## src/rtl/time_syn_tx_arb.sv

```systemverilog
// time_syn_tx_arb
// Shares one 64-bit AXI-Stream TX link between the three time-sync frame
// sources: timestamp (TS), standard time (STD) and return timestamp (RET).
// Each granted frame is two beats: a preamble word that identifies the frame
// type to the peer receiver, then the 64-bit payload with tlast.
//
// Ports
//   i_clk, i_rst                    clock, asynchronous active-high reset
//   i_<ch>_req / i_<ch>_data        1-cycle request pulse + payload (latched on req)
//   o_<ch>_ack                      1-cycle pulse on the payload handshake
//   o_tx_axis_*, i_tx_axis_tready   AXIS master towards the MAC
//   o_ovwr_cnt                      saturating count of overwritten pending requests
//
// state | meaning
// IDLE  | nothing in flight, grant round-robin when any channel is pending
// PRE   | preamble beat presented, waiting for tready
// PAY   | payload beat presented (tlast=1), waiting for tready
// GAP   | forced inter-frame idle, P_IFG cycles

module time_syn_tx_arb #(
    parameter int unsigned P_IFG     = 4,
    parameter logic [63:0] P_TS_PRE  = 64'h66,
    parameter logic [63:0] P_STD_PRE = 64'h88,
    parameter logic [63:0] P_RET_PRE = 64'h55
) (
    input  logic        i_clk,
    input  logic        i_rst,
    input  logic        i_ts_req,
    input  logic [63:0] i_ts_data,
    output logic        o_ts_ack,
    input  logic        i_std_req,
    input  logic [63:0] i_std_data,
    output logic        o_std_ack,
    input  logic        i_ret_req,
    input  logic [63:0] i_ret_data,
    output logic        o_ret_ack,
    output logic        o_tx_axis_tvalid,
    output logic [63:0] o_tx_axis_tdata,
    output logic        o_tx_axis_tlast,
    output logic [7:0]  o_tx_axis_tkeep,
    output logic        o_tx_axis_tuser,
    input  logic        i_tx_axis_tready,
    output logic [15:0] o_ovwr_cnt
);

    localparam int            GW       = $clog2(P_IFG + 2);
    localparam logic [GW-1:0] GAP_LOAD = GW'(P_IFG);
    localparam bit            IFG_NONE = (P_IFG == 0);

    localparam logic [1:0] CH_TS  = 2'd0;
    localparam logic [1:0] CH_STD = 2'd1;
    localparam logic [1:0] CH_RET = 2'd2;

    typedef enum logic [1:0] {S_IDLE, S_PRE, S_PAY, S_GAP} state_t;

    function automatic logic [1:0] ch_next(input logic [1:0] ch);
        return (ch == CH_RET) ? CH_TS : ch + 2'd1;
    endfunction

    function automatic logic [63:0] ch_pre(input logic [1:0] ch);
        case (ch)
            CH_STD:  return P_STD_PRE;
            CH_RET:  return P_RET_PRE;
            default: return P_TS_PRE;
        endcase
    endfunction

    state_t        state_q;
    logic [2:0]    pend_q;
    logic [2:0]    pend_d;
    logic [63:0]   data_q [3];
    logic [63:0]   din    [3];
    logic [1:0]    rr_q;        // first channel the next search looks at
    logic [1:0]    gnt_q;       // channel owning the frame in flight
    logic [63:0]   frame_q;
    logic [GW-1:0] gap_q;
    logic [15:0]   ovwr_q;
    logic [15:0]   ovwr_d;
    logic [16:0]   ovwr_sum;
    logic          tvalid_q;
    logic [63:0]   tdata_q;
    logic          tlast_q;
    logic [7:0]    tkeep_q;

    logic [2:0]    req;
    logic [2:0]    clr;
    logic [2:0]    ov;
    logic          gnt_vld;
    logic [1:0]    gnt_idx;
    logic [1:0]    cand;
    logic          pay_hs;
    logic          slot;
    logic          take;

    assign req    = {i_ret_req, i_std_req, i_ts_req};
    assign din[0] = i_ts_data;
    assign din[1] = i_std_data;
    assign din[2] = i_ret_data;

    always_comb begin
        gnt_vld = 1'b0;
        gnt_idx = rr_q;
        cand    = rr_q;
        for (int k = 0; k < 3; k++) begin
            if (!gnt_vld && pend_q[cand]) begin
                gnt_vld = 1'b1;
                gnt_idx = cand;
            end
            cand = ch_next(cand);
        end
    end

    assign pay_hs = (state_q == S_PAY) & i_tx_axis_tready;

    // A new grant may be issued in IDLE, on the last gap cycle, or on the
    // payload handshake when there is no gap, so back-to-back frames are
    // separated by exactly P_IFG idle cycles.
    assign slot = (state_q == S_IDLE)
                | ((state_q == S_GAP) & (gap_q == GW'(1)))
                | (IFG_NONE & pay_hs);
    assign take = slot & gnt_vld;

    // A request on the channel being granted re-arms it for a later frame and
    // is not an overwrite, since the previous pending value is being consumed.
    always_comb begin
        clr = 3'b000;
        ov  = 3'b000;
        for (int i = 0; i < 3; i++) begin
            clr[i] = take & (gnt_idx == 2'(i));
            ov[i]  = req[i] & pend_q[i] & ~clr[i];
        end
        pend_d   = req | (pend_q & ~clr);
        ovwr_sum = {1'b0, ovwr_q} + 17'(ov[0]) + 17'(ov[1]) + 17'(ov[2]);
        ovwr_d   = ovwr_sum[16] ? 16'hFFFF : ovwr_sum[15:0];
    end

    always_ff @(posedge i_clk or posedge i_rst) begin
        if (i_rst) begin
            state_q  <= S_IDLE;
            pend_q   <= 3'b000;
            for (int i = 0; i < 3; i++) data_q[i] <= '0;
            rr_q     <= CH_TS;
            gnt_q    <= CH_TS;
            frame_q  <= '0;
            gap_q    <= '0;
            ovwr_q   <= '0;
            tvalid_q <= 1'b0;
            tdata_q  <= '0;
            tlast_q  <= 1'b0;
            tkeep_q  <= '0;
        end else begin
            pend_q <= pend_d;
            ovwr_q <= ovwr_d;
            for (int i = 0; i < 3; i++) begin
                if (req[i]) data_q[i] <= din[i];
            end

            if (take) begin
                frame_q  <= data_q[gnt_idx];
                gnt_q    <= gnt_idx;
                rr_q     <= ch_next(gnt_idx);
                state_q  <= S_PRE;
                tvalid_q <= 1'b1;
                tdata_q  <= ch_pre(gnt_idx);
                tlast_q  <= 1'b0;
                tkeep_q  <= 8'hFF;
            end else begin
                case (state_q)
                    S_PRE: begin
                        if (i_tx_axis_tready) begin
                            state_q <= S_PAY;
                            tdata_q <= frame_q;
                            tlast_q <= 1'b1;
                        end
                    end
                    S_PAY: begin
                        if (i_tx_axis_tready) begin
                            state_q  <= IFG_NONE ? S_IDLE : S_GAP;
                            gap_q    <= GAP_LOAD;
                            tvalid_q <= 1'b0;
                            tdata_q  <= '0;
                            tlast_q  <= 1'b0;
                            tkeep_q  <= '0;
                        end
                    end
                    S_GAP: begin
                        if (gap_q == GW'(1)) state_q <= S_IDLE;
                        else                 gap_q   <= gap_q - GW'(1);
                    end
                    default: ;
                endcase
            end
        end
    end

    assign o_ts_ack         = pay_hs & (gnt_q == CH_TS);
    assign o_std_ack        = pay_hs & (gnt_q == CH_STD);
    assign o_ret_ack        = pay_hs & (gnt_q == CH_RET);
    assign o_tx_axis_tvalid = tvalid_q;
    assign o_tx_axis_tdata  = tdata_q;
    assign o_tx_axis_tlast  = tlast_q;
    assign o_tx_axis_tkeep  = tkeep_q;
    assign o_tx_axis_tuser  = 1'b0;
    assign o_ovwr_cnt       = ovwr_q;

endmodule

```

## config.mk

```make
export PLATFORM = sky130hd
export DESIGN_NAME = time_syn_tx_arb
export DESIGN_NICKNAME = d
export VERILOG_FILES = /design/src/rtl/time_syn_tx_arb.sv
export SDC_FILE = /design/constraint.sdc
export NUM_CORES = 1
export LEC_CHECK = 0
export ABC_CLOCK_PERIOD_IN_PS = 37600
export BUFFER_PORTS_ARGS = -buffer_cell sky130_fd_sc_hd__buf_4
export CELL_PAD_IN_SITES_DETAIL_PLACEMENT = 0
export CELL_PAD_IN_SITES_GLOBAL_PLACEMENT = 2
export CORE_MARGIN = 5
export CORE_UTILIZATION = 35
export CTS_BUF_LIST = sky130_fd_sc_hd__clkbuf_8
export DETAILED_ROUTE_END_ITERATION = 10
export PLACE_DENSITY = 0.73
export SLEW_MARGIN = 20
export SYNTH_ARGS = -nofsm -noshare
export SYNTH_HDL_FRONTEND = slang
export SYNTH_SLANG_ARGS = --single-unit
```

## constraint.sdc

```tcl
create_clock -name i_clk -period 37.6 [get_ports i_clk]
set_clock_uncertainty 0.05 [all_clocks]
set_input_delay 11.28 -clock i_clk [delete_from_list [all_inputs] [get_ports i_clk]]
set_output_delay 11.28 -clock i_clk [all_outputs]
set_load 0.02 [all_outputs]
```

==> metrics.cfg <==
[run_status]
status=finished clean

[pwr]
p_per_area_nw_per_um2=72.7
max-vdd-ir-drop_v=0.0000448
power_mw=1.33
cellLeakagePower_nw=8.26
p_int_uw=839
p_comb_frac=0.345
seqPwrFrac=0.401
netSwitchingFraction=0.367
p_sw_uw=486
clkPwrFrac=0.254

[logic_synthesis]
yosysMostFrequentCell=dfrtp_1
synth_area_leaders=dfrtp_1, mux2_2, a22oi_2, a22o_1, a22oi_1
synth_top_cell_area_share=0.603
synth_cell_types=52
synth_top_cells_by_count=dfrtp_1, mux2_2, a22oi_1, o21ai_1, a22o_1
synth_area_per_cell_um2=13.7
ys_seq_area_frac=0.603
synth_edf_count=0
yosysTopAreaCell=dfrtp_1
synth-seq-cells=350
synth_flop_cell=dfrtp_1
synth_nets=1268
synth_cells=1061
synth_area_um2=14500
yosysWarnings=0
async_flop_share=1.00

[clock_tree]
cts_tree=yes
htree_levels=2
postCtsHoldBufs=0
cts.sinks=350
insertion_delay_ns=0.63
numCtsBuffers=61
post_cts_resized=0
path_clk_slew_ns=0.06
post-cts-setup-buffers=0
cts_root_buffer=clkbuf_8
cts_buffer_depth=3

[timing]
timing.hold.ws_ns=0.436
min_period_over_period=0.620
period_minus_slack_ns=23.30
fmax_ghz=0.0429
rsz0062_at_grt=no
drv_slew=0
setup_viol=0
worst_pin_slew_ns=1.07
hold_violations=0
slew_headroom=0.283
setup_tns_ns=0

[place]
post-place-cells=1811
place_congestion=0.748
place_hpwl_mm=25.2
portBuffers=290

[layout]
syn_to_final_growth_pct=25.6
layout.cells.non_filler=1913
nNetsFinal=1549
fill_cells=3868
layout-drive-gt1-share=0.461

[global_routing]
grt_max_degree=107
groute.layer.met3.usage=0.0509
groute.usage.overall=0.176
met2_usage=0.284
grt.busiest_layer=met2
met1_usage=0.232
grt_pass1_vias=10400
grt_overflow=0
antenna_found_initial=1
grt_pass1_wl_mm=62.2

[run]
cap_violations=0

[floorplan]
die_h_um=214
dieArea_um2=45600
start_util=0.355
rows=74
dieWidth_um=214
coreArea_um2=40900
io_pins=292

[drt]
viasPerCell=5.12
drtIter0Drc=476
vias=9785
firstDrtPassIters=4
post-route-drc-count=0
drtAntennaViolNets=0
wl_per_cell_um=21.2
routed_wl_mm=40.5

[setup_path]
end_kind=output pin
crit_path_max_fanout=5
worstPathRequired_ns=26.27
arrival_ns=11.97
crit_type=input pin to output pin
startpoint_type=input pin

[worst_hold_path]
hold_class=register to register

critical path, stage by stage:
cell     delay (ns)
buf_4          0.10
nand3_1        0.16
nor3b_1        0.26
buf_4          0.18
power groups by stage:
stage | combinational (mW) | sequential (mW) | clock (mW)
2_1_floorplan | 0.286 | 0.555 | 0
3_3_place_gp | 0.464 | 0.535 | 0
5_1_grt | 0.504 | 0.543 | 0.365
4_1_cts | 0.468 | 0.532 | 0.348
6_report | 0.458 | 0.531 | 0.337
3_5_place_dp | 0.467 | 0.538 | 0
worst paths after layout:
check	from	end	slack [ns]	depth (start not counted)
min	o_tx_axis_tlast	o_tx_axis_tlast	0.44	1
max	i_tx_axis_tready	o_ret_ack	14.30	4
min reg2reg	o_tx_axis_tlast	o_tx_axis_tlast	0.44	1
max reg2reg	state_q[1]	o_ovwr_cnt[11]	33.41	14
min in group asynchronous	i_rst	data_q[8]	10.74	2
max in group asynchronous	i_rst	data_q[171]	24.54	4
stage by stage:
stage           util  setup slack (ns)  area, um^2
2_1_floorplan      -             14.31       14500
3_3_place_gp   0.417             14.27       17100
3_5_place_dp   0.417             14.29       17100
4_1_cts        0.445             14.28       18200
5_1_grt        0.445             14.17       18200
6_report       0.445             14.30       18200
layout by cell type, fill, tap and decap left out, drive strengths merged, types with 4 or more instances in the layout:
cell	Yosys	final
mux2	194	194
a22o	56	56
nor2	24	24
xnor2	5	5
buf	45	305
a21oi	11	11
nand2b	5	5
nor2b	4	4
a22oi	105	105
dfrtp	350	350
o21ai	75	75
a221oi	12	12
nor3	5	5
nand2	29	29
nand3	27	27
clkinv	0	5
clkbuf	42	77
inv	14	31
ha	7	7
a21o	8	8
a221o	6	6
sequential cells by signal (all words and copies together), names as in the netlist:
register / count
data_q: 192
frame_q: 64
o_tx_axis_tdata: 64
o_ovwr_cnt: 16
gap_q: 3
pend_q: 3
gnt_q: 2
rr_q: 2
state_q: 2
o_tx_axis_tkeep: 1
o_tx_axis_tlast: 1
per-layer routing:
| metal | routed length (um) | share of wire |
|---|---|---|
| met5 | 20 | 0.00049 |
| met4 | 832 | 0.021 |
| met3 | 2850 | 0.070 |
| met2 | 19600 | 0.48 |
| met1 | 17200 | 0.42 |
cell type report:
type	count	area (um^2)	share of cell area
Antenna cell	2	5.00	0.000275
Timing Repair Buffer	305	2290	0.126
Multi-Input combinational cell	610	5290	0.290
Inverter	14	60.1	0.00329
Tap cell	532	666	0.0365
Clock buffer	77	1060	0.0581
Clock inverter	23	104	0.00570
Sequential cell	350	8760	0.480
cells by family after synthesis:
| group | after synthesis | synth area share |
|---|---|---|
| flops | 350 | 0.603 |
| compound gates | 289 | 0.159 |
| mux | 196 | 0.152 |
| simple gates | 106 | 0.0354 |
| buf+inv | 101 | 0.0357 |
| fa+ha+maj | 10 | 0.00957 |
| xor+xnor | 8 | 0.00483 |
| other cells | 1 | 0.000258 |
Power figures use the tool's default switching activity.
